==> src/rtl/tick_sched.sv <==
// tick_sched: multi-channel interval timer driven by a shared prescaler.
// Channel expiries produce one-cycle tick pulses and queue events. Pending
// events are drained one per cycle through a round-robin arbiter that
// presents them on a registered valid/ready port.
module tick_sched #(
  parameter int unsigned N_CH  = 4,
  parameter int unsigned W     = 32,
  parameter int unsigned PRE_W = 16
) (
  input  logic                    clk,
  input  logic                    rst_,
  input  logic [PRE_W-1:0]        prescale,
  input  logic                    cfg_we,
  input  logic [$clog2(N_CH)-1:0] cfg_ch,
  input  logic [W-1:0]            cfg_period,
  input  logic                    cfg_oneshot,
  input  logic [N_CH-1:0]         start,
  input  logic [N_CH-1:0]         stop,
  output logic [N_CH-1:0]         tick,
  output logic [N_CH-1:0]         busy,
  output logic [N_CH-1:0]         overrun,
  output logic                    evt_valid,
  output logic [$clog2(N_CH)-1:0] evt_ch,
  input  logic                    evt_ready
);

  localparam int unsigned CH_W = $clog2(N_CH);

  typedef enum logic {StIdle, StRun} ch_state_e;

  // Prescaler
  logic [PRE_W-1:0] pre_q, pre_d;
  logic             base_tick;

  // Per-channel state
  ch_state_e        st_q     [N_CH];
  ch_state_e        st_d     [N_CH];
  logic [W-1:0]     cnt_q    [N_CH];
  logic [W-1:0]     cnt_d    [N_CH];
  logic [W-1:0]     period_q [N_CH];
  logic [W-1:0]     period_d [N_CH];
  logic [W-1:0]     term     [N_CH];
  logic [N_CH-1:0]  oneshot_q, oneshot_d;
  logic [N_CH-1:0]  tick_q, tick_d;

  // Event bookkeeping
  logic [N_CH-1:0]  pend_q, pend_d;
  logic [N_CH-1:0]  ovr_q, ovr_d;
  logic [N_CH-1:0]  acc_mask;
  logic [N_CH-1:0]  avail;
  logic             acc;

  // Arbiter / output register
  logic             evt_valid_q, evt_valid_d;
  logic [CH_W-1:0]  evt_ch_q, evt_ch_d;
  logic [CH_W-1:0]  ptr_q, ptr_d;
  logic [CH_W-1:0]  grant_ch;
  logic             found;
  int unsigned      idx;

  // Free-running prescaler; a counter above a freshly lowered limit wraps at once.
  always_comb begin
    base_tick = (pre_q >= prescale);
    pre_d     = base_tick ? '0 : pre_q + PRE_W'(1);
  end

  // Channel FSMs: config writes, start/stop, counting and expiry detection.
  always_comb begin
    oneshot_d = oneshot_q;
    tick_d    = '0;
    for (int i = 0; i < N_CH; i++) begin
      st_d[i]     = st_q[i];
      cnt_d[i]    = cnt_q[i];
      period_d[i] = period_q[i];
      // Period 0 behaves as period 1.
      term[i]     = (period_q[i] == '0) ? '0 : period_q[i] - W'(1);

      if (cfg_we && (cfg_ch == CH_W'(i))) begin
        period_d[i]  = cfg_period;
        oneshot_d[i] = cfg_oneshot;
      end

      if (stop[i]) begin
        st_d[i]  = StIdle;
        cnt_d[i] = '0;
      end else if (start[i]) begin
        st_d[i]  = StRun;
        cnt_d[i] = '0;
      end else if ((st_q[i] == StRun) && base_tick) begin
        if (cnt_q[i] >= term[i]) begin
          tick_d[i] = 1'b1;
          cnt_d[i]  = '0;
          if (oneshot_q[i]) begin
            st_d[i] = StIdle;
          end
        end else begin
          cnt_d[i] = cnt_q[i] + W'(1);
        end
      end
    end
  end

  // Pending flags and sticky overrun; an expiry on the channel being accepted
  // re-arms pending without counting as an overrun.
  always_comb begin
    acc    = evt_valid_q && evt_ready;
    pend_d = pend_q;
    ovr_d  = ovr_q;
    for (int i = 0; i < N_CH; i++) begin
      acc_mask[i] = acc && (evt_ch_q == CH_W'(i));
      if (acc_mask[i]) begin
        pend_d[i] = 1'b0;
      end
      if (tick_d[i]) begin
        pend_d[i] = 1'b1;
        if (pend_q[i] && !acc_mask[i]) begin
          ovr_d[i] = 1'b1;
        end
      end
      if (start[i] && !stop[i]) begin
        ovr_d[i] = 1'b0;
      end
    end
  end

  // Round-robin pick among pending channels, starting at ptr_q; the pointer
  // moves to one past each channel granted.
  always_comb begin
    avail    = pend_q & ~acc_mask;
    found    = 1'b0;
    grant_ch = '0;
    idx      = 0;
    for (int unsigned k = 0; k < N_CH; k++) begin
      idx = (32'(ptr_q) + k) % N_CH;
      if (!found && avail[idx]) begin
        found    = 1'b1;
        grant_ch = CH_W'(idx);
      end
    end

    evt_valid_d = evt_valid_q;
    evt_ch_d    = evt_ch_q;
    ptr_d       = ptr_q;
    // evt_ch only changes when nothing is presented or the current one is taken.
    if (!evt_valid_q || acc) begin
      evt_valid_d = found;
      if (found) begin
        evt_ch_d = grant_ch;
        ptr_d    = (grant_ch == CH_W'(N_CH - 1)) ? '0 : grant_ch + CH_W'(1);
      end
    end
  end

  // State registers with synchronous active-low reset.
  always_ff @(posedge clk) begin
    if (!rst_) begin
      pre_q       <= '0;
      oneshot_q   <= '0;
      tick_q      <= '0;
      pend_q      <= '0;
      ovr_q       <= '0;
      evt_valid_q <= 1'b0;
      evt_ch_q    <= '0;
      ptr_q       <= '0;
      for (int i = 0; i < N_CH; i++) begin
        st_q[i]     <= StIdle;
        cnt_q[i]    <= '0;
        period_q[i] <= W'(1);
      end
    end else begin
      pre_q       <= pre_d;
      oneshot_q   <= oneshot_d;
      tick_q      <= tick_d;
      pend_q      <= pend_d;
      ovr_q       <= ovr_d;
      evt_valid_q <= evt_valid_d;
      evt_ch_q    <= evt_ch_d;
      ptr_q       <= ptr_d;
      for (int i = 0; i < N_CH; i++) begin
        st_q[i]     <= st_d[i];
        cnt_q[i]    <= cnt_d[i];
        period_q[i] <= period_d[i];
      end
    end
  end

  // Outputs come straight from registers.
  always_comb begin
    for (int i = 0; i < N_CH; i++) begin
      busy[i] = (st_q[i] == StRun);
    end
    tick      = tick_q;
    overrun   = ovr_q;
    evt_valid = evt_valid_q;
    evt_ch    = evt_ch_q;
  end

endmodule

==> config.mk <==
export PLATFORM = sky130hd
export DESIGN_NAME = tick_sched
export DESIGN_NICKNAME = d
export VERILOG_FILES = /design/src/rtl/tick_sched.sv
export SDC_FILE = /design/constraint.sdc
export NUM_CORES = 1
export LEC_CHECK = 0
export ABC_AREA = 1
export CAP_MARGIN = 40
export CORE_MARGIN = 8
export CORE_UTILIZATION = 50
export DETAILED_ROUTE_END_ITERATION = 16
export GPL_ROUTABILITY_DRIVEN = 1
export PLACE_DENSITY = 0.71
export SLEW_MARGIN = 20
export SYNTH_ARGS = -nofsm -noshare
export SYNTH_HDL_FRONTEND = slang
export SYNTH_SLANG_ARGS = --single-unit
export TNS_END_PERCENT = 100
==> constraint.sdc <==
create_clock -name clk -period 6.2 [get_ports clk]
set_input_delay 1.55 -clock clk [delete_from_list [all_inputs] [get_ports clk]]
set_output_delay 1.55 -clock clk [all_outputs]
set_load 0.01 [all_outputs]
==> run metrics, run 1 <==
DRC 0; root buffer cell clkbuf_16; Primary FF master, synth dfxtp_1; die area 49,400 um2; Final Net Count 3,604; die width 222 um; Vias/cell 5.53; Max transition margin 46.2%; Clock Tree Buf Depth 3; Seq cells post-synth 297; Synth Net Count 3,567; Post-synth EDFFs 0; P&R area growth vs syn 11.3%; count of different cell masters after synthesis 49; sequential element share of the synthesized area 27.9%; top-count cell post-synth nand2_1; clock-pin transition on the worst setup and hold timing paths 0.06 ns; share of layout cells above drive strength 1 5.69%; 1st-pass router iterations 8; Die H 222 um; Area after DPL 22,400 um2; Final GP Congestion 0.940; compound-cell area share of the yosys netlist 12.1%; area of the multi-input gates 13,200 um2; CP max stage delay 0.44 ns; gate count after technology mapping 3,346; Setup Skew 0.00982 ns; Core ar. 41,900 um2; synthesized area per cell 6.36 um2; final WL 63.6 mm; Crit Path Class flip-flop to flip-flop; Post-Synth Simple-Gate Area 38.0%; Final Util 56.4%; via count 21,871; worst path cell trace nor3_2 -> nand3_2 -> nor2_4 -> nand3_2 -> nor2_4 -> nand3_1 -> nor2_1 -> xor2_1 -> nand2_1 -> ha_1 -> a21oi_1 -> o21ai_0 -> a21o_1 -> a21oi_1 -> nand2_1 -> nand2_1 -> nand2_1 -> nor3b_1; max-slew violations 0; WP depth 18; IO buf count 77; register area 5950 um2; Final Cycle Share 74.4%; drt wl/cell 16.1 um; Non-Filler Cell Area, Final 23,700 um2; crit path DAT 5.08 ns; setup TNS 0 ns; Layout fillers 4,145; CTS tree yes; Initial Util 50.7%; pwr/cell area 217 nW/um2; Top delay family on crit path simple AND/OR/NAND/NOR gates; crit path capture type flip-flop; synth cell count leaders nand2_1 (640), nor2_1 (572), inv_1 (421); largest net degree at the start of global routing 92; Worst Hold Launch overrun[1]; setup bufs post-CTS 0; final setup violation count 0; HPWL after DPL 48.7 mm; Mapped Area 21,300 um2; largest cells by area after synthesis dfxtp_1 (28%), nand2_1 (11%), nor2_1 (10%); unrepaired setup endpoints after global routing no; Max Freq 217 MHz; Startpoint Class flip-flop; buffer and inverter count on the worst path 0; leak pwr 10.2 nW; vias in the first global route 20,640; mux cell area share after synthesis 0%; Critical R2R Launch period_q[3][2]; worst hold path depth 2; initial antenna violation count 1; fin crit period 4.61 ns; Detail Route Antenna Nets 0; gr ovfl total 0; Synth top area share 27.9%; GRT Overall Usage 25.0%; R2R depth 18; cts bufs inserted 37; critical path launch point period_q[3][2]; Synth area leader dfxtp_1; I/O pins 78; Iter 0 DRT Violations 1,964; Hold-fix buffers, CTS 0; Worst IR Drop VDD 222 uV; row count 75; Least-Margin Pin Slew 0.806 ns; largest family of logic cells by synthesized area simple AND/OR/NAND/NOR gates; CTS Sinks 297; worst endpoint required time 6.67 ns; final hold violation count 0; first-pass GRT wire length 104 mm; Synth Area in Adders 9.29%; Min-Delay Path Class flip-flop to flip-flop; synth warn 0; Worst Path Max Fanout 13; post-synthesis xor/xnor area fraction 2.84%; Max Cap Viol 0; ys async rst share 0%; critical path's slowest cell nand2_1; Max H-tree Level 2; most numerous cell on the critical path nand2_1; clk_lat worst skew 0.55 ns; CTS resizes 0; status complete, no violations
-- per-layer routing --
metal	wire length (um)	share of wire [%]	vias up	GRT usage [%]
li1	-	-	11031	-
met1	28600	45	10072	32.5
met2	28600	45	627	41.2
met3	4410	6.9	141	4.53
met4	1960	3.1	0	8.87
met5	0	0	-	0
-- state kept, by name (all words and copies together), names as in the netlist --
register	count
pre_q	16
ptr_q	2
period_q	128
oneshot_q	4
pend_q	4
st_q	4
cnt_q	128
evt_valid	1
overrun	4
evt_ch	2
tick	4
-- cell type report --
type | count | share of cell area (%)
diodes | 3 | 0.0317
clock buffers | 52 | 4.67
clock inverters | 14 | 0.777
inverters | 434 | 6.90
multi-input cells | 2522 | 55.9
flip-flops and latches | 297 | 25.1
well taps | 539 | 2.85
repair buffers | 91 | 3.71
-- layout by cell type (no fill, tap or decap), types with 4 or more instances in the layout --
cell type and n:
nand2_1 640, nor2_1 572, inv_1 421, dfxtp_1 297, nand3_1 244, o21ai_0 218
a21oi_1 218, ha_1 158, nor3_1 101, nand4_1 99, clkdlybuf4s50_1 76, xor2_1 53
clkbuf_16 39, or2_2 36, o211ai_1 22, nor4_1 19, nor2_2 19, xnor2_1 16
buf_4 13, o21bai_1 11, nand3b_1 10, nor3_2 10, inv_2 9, nor2_4 8
nor3b_1 8, nor3b_2 8, clkbuf_8 8, nand3_2 7, nand2_2 6, clkinv_2 6
o21ai_1 5, clkbuf_1 5, nand2_4 4, and3_1 4, bufinv_16 4
-- worst register-to-register path, cell delays in order (launching register included) --
cell and delay [ns]:
dfxtp_1 0.40, nor3_2 0.26, nand3_2 0.21, nor2_4 0.26, nand3_2 0.15, nor2_4 0.17, nand3_1 0.11, nor2_1 0.15
xor2_1 0.23, nand2_1 0.08, ha_1 0.30, a21oi_1 0.15, o21ai_0 0.10, a21o_1 0.16, a21oi_1 0.27, nand2_1 0.40
nand2_1 0.44, nand2_1 0.43, nor3b_1 0.28
-- metrics by stage --
| stage | power [mW] | instances | hold slack, ns | setup slack, ns |
|---|---|---|---|---|
| after floorplan | 2.60 | 3346 | 0.441 | 3.00 |
| after global placement | 2.82 | 3880 | 0.440 | 1.22 |
| after detailed placement | 2.85 | 3882 | 0.441 | 1.14 |
| after CTS | 5.16 | 3948 | 0.450 | 1.66 |
| after global routing | 5.35 | 3949 | 0.464 | 1.18 |
| final | 5.13 | 3952 | 0.452 | 1.59 |
-- logic make-up after synthesis --
logic type	Yosys count
AO/OA/AOI/OAI	490
AND/OR/NAND/NOR	1805
XOR/XNOR	69
buffers and inverters	527
flip-flops	297
adder cells (fa/ha/maj)	158
-- final timing paths --
path                 endpoint  slack [ns]
setup reg to reg  cnt_q[3][3]        1.59
hold reg to reg    overrun[1]        0.45
setup / recovery  cnt_q[3][3]        1.59
hold / removal     overrun[1]        0.45
-- report_power, final --
| part | internal [mW] | leakage (nW) | switching (mW) |
|---|---|---|---|
| Sequential | 1.97 | 2.41 | 0.0725 |
| Combinational | 0.277 | 7.17 | 0.502 |
| Clock | 1.41 | 0.637 | 0.897 |
| Total | 3.66 | 10.2 | 1.47 |
Note: power is estimated with default switching activity, not from simulation.
==> run 2, diff against run 1 <==
--- a/config.mk
+++ b/config.mk
@@ -11,7 +11,7 @@
 export CORE_UTILIZATION = 50
 export DETAILED_ROUTE_END_ITERATION = 16
 export GPL_ROUTABILITY_DRIVEN = 1
-export PLACE_DENSITY = 0.71
+export PLACE_DENSITY = 0.74
 export SLEW_MARGIN = 20
 export SYNTH_ARGS = -nofsm -noshare
 export SYNTH_HDL_FRONTEND = slang
==> constraint.sdc (replaced) <==
create_clock -name clk -period 3.7 [get_ports clk]
set_input_delay 0.925 -clock clk [delete_from_list [all_inputs] [get_ports clk]]
set_output_delay 0.925 -clock clk [all_outputs]
set_load 0.01 [all_outputs]
==> run 2 against run 1 <==
Net effect: utilization is 1.3 points higher; first-iteration DRC count is 7.5% lower; maximum frequency is 34% higher; clock-buffer cell count is 1 higher; global-route usage is 0.80 points lower; register-to-register slack worse by 1.3 ns; clock power is 67% higher; routed wire length is 2.1% lower; non-clock buffer count is 47 higher; largest cell class unchanged.
==> run metrics, run 2 (synthesis results as in run 1) <==
status complete, no violations; 1st-pass router iterations 6; max-slew violations 0; leak pwr 10.5 nW; Crit Path Class flip-flop to flip-flop; Detail Route Antenna Nets 0; Switch Pwr 2.49 mW; Final GP Congestion 0.969; largest net degree at the start of global routing 76; DRC 0; Sw Ratio 28.9%; post-placement cell count 3,923; Iter 0 DRT Violations 1,817; cts bufs inserted 37; final setup violation count 0; share of layout cells above drive strength 1 7.63%; initial antenna violation count 3; Sequential Power Share 39.7%; R2R depth 23; clk_lat worst skew 0.56 ns; final cell count without fillers 3,998; Layout fillers 4,170; Clock Tree Buf Depth 3; Worst Hold Launch overrun[1]; Hold WS 0.452 ns; Max transition margin 56.3%; Min-Delay Path Class flip-flop to flip-flop; IO buf count 77; gr ovfl total 0; vias in the first global route 19,861; crit path DAT 3.93 ns; Setup Skew 0.0131 ns; Core ar. 41,900 um2; via count 21,973; GRT Overall Usage 24.2%; final WL 62.3 mm; internal power 6.13 mW; first-pass GRT wire length 99.8 mm; root buffer cell clkbuf_16; Max Cap Viol 0; Comb pwr share 15.6%; Final Worst Setup Slack 0.269 ns; Final Util 57.7%; clock share of power 44.7%; I/O pins 78; drt wl/cell 15.6 um; final hold violation count 0; worst hold path depth 2; biggest regs cnt_q (128), period_q (128), pre_q (16); worst reg-to-reg setup slack 0.27 ns; CTS tree yes; fin crit period 3.43 ns; row count 75; Worst IR Drop VDD 294 uV; Vias/cell 5.50; Max Freq 291 MHz; worst endpoint required time 4.19 ns; Least-Margin Pin Slew 0.655 ns; Critical R2R Launch period_q[0][0]; Startpoint Class flip-flop; setup TNS 0 ns; Endpoint, Worst Hold overrun[1]; pwr/cell area 356 nW/um2; Initial Util 50.7%; Final Cycle Share 92.7%; Worst Path Max Fanout 10; Final Net Count 3,651; P&R area growth vs syn 13.7%; die width 222 um; HPWL after DPL 46.6 mm; Reg2Reg Capture Point cnt_q[0][13]; CTS Sinks 297; die area 49,400 um2; Die H 222 um; commonest non-fill, non-tap cells in the layout nand2_1 (635), nor2_1 (568), inv_1 (421); Setup WS pre-CTS 0.169 ns; commonest non-fill, non-tap cell in the layout nand2_1; crit path capture type flip-flop; clock-pin transition on the worst setup and hold timing paths 0.06 ns; Max H-tree Level 2
-- run 2: cell count changes in the layout (fill, tap and decap cells not counted), sizes merged --
| cell | change |
|---|---|
| buf | +47 |
| bufinv | -1 |
| clkbuf | +1 |
| clkinv | -1 |
| clkinvlp | +1 |
| diode | -2 |
| inv | +1 |
-- run 2: how the worst max path moves through the flow --
stage                    from      endpoint
2_1_floorplan  period_q[2][0]  cnt_q[2][16]
3_3_place_gp      prescale[9]  cnt_q[0][18]
3_5_place_dp   period_q[0][0]  cnt_q[0][13]
4_1_cts        period_q[0][0]  cnt_q[0][13]
5_1_grt        period_q[3][2]  cnt_q[3][26]
6_report       period_q[0][0]  cnt_q[0][13]
-- run 2: what timing repair did --
item                       in CTS  in global routing
setup buffers                   0                  7
resized for setup               0                 32
setup endpoints to repair       0                134
hold buffers                    0                  0
-- run 2: final cells by class --
type | instances | area (um2) | area share [%]
multi-input cells | 2522 | 13400 | 55.3
flip-flops and latches | 297 | 5950 | 24.6
inverters | 434 | 1630 | 6.75
repair buffers | 138 | 1280 | 5.28
clock buffers | 53 | 1130 | 4.66
well taps | 539 | 674 | 2.79
clock inverters | 14 | 161 | 0.667
diodes | 1 | 2.50 | 0.0103
-- run 2: routing by layer --
| layer | global-route usage, % | share of wire [%] |
|---|---|---|
| met1 | 32.4 | 45 |
| met3 | 4.14 | 7.6 |
| met5 | 0 | 0 |
| met2 | 38.3 | 43 |
| met4 | 9.84 | 3.7 |
-- run 2: power by group through the flow --
stage	clock (mW)	sequential, mW	combinational, mW
5_1_grt	4.04	3.43	1.52
6_report	3.86	3.42	1.35
3_5_place_dp	0	3.48	1.30
2_1_floorplan	0	3.45	0.908
3_3_place_gp	0	3.48	1.28
4_1_cts	3.92	3.41	1.31
-- run 2: critical path, cell delays in order, from the launching register on --
cell     delay [ns]
dfxtp_1        0.31
inv_1          0.12
nand3_2        0.15
nor2_4         0.13
nand2_1        0.09
nor2_2         0.15
nand2_2        0.14
nor3_4         0.25
nand3_2        0.12
nor2_1         0.13
or2_2          0.12
nand3_1        0.07
ha_1           0.30
nand2_1        0.07
inv_1          0.04
o21ai_1        0.11
a21oi_1        0.07
or2_0          0.21
a21oi_2        0.20
nand2_2        0.12
nand2_4        0.13
buf_6          0.17
nand3_1        0.07
nor2_1         0.10
-- run 2: metrics by stage --
stage               cell area, um2  power, mW
finish                       24200       8.62
global route                 24200       8.99
CTS                          24000       8.64
detailed placement           22700       4.78
global placement             22700       4.76
floorplan                    21300       4.36
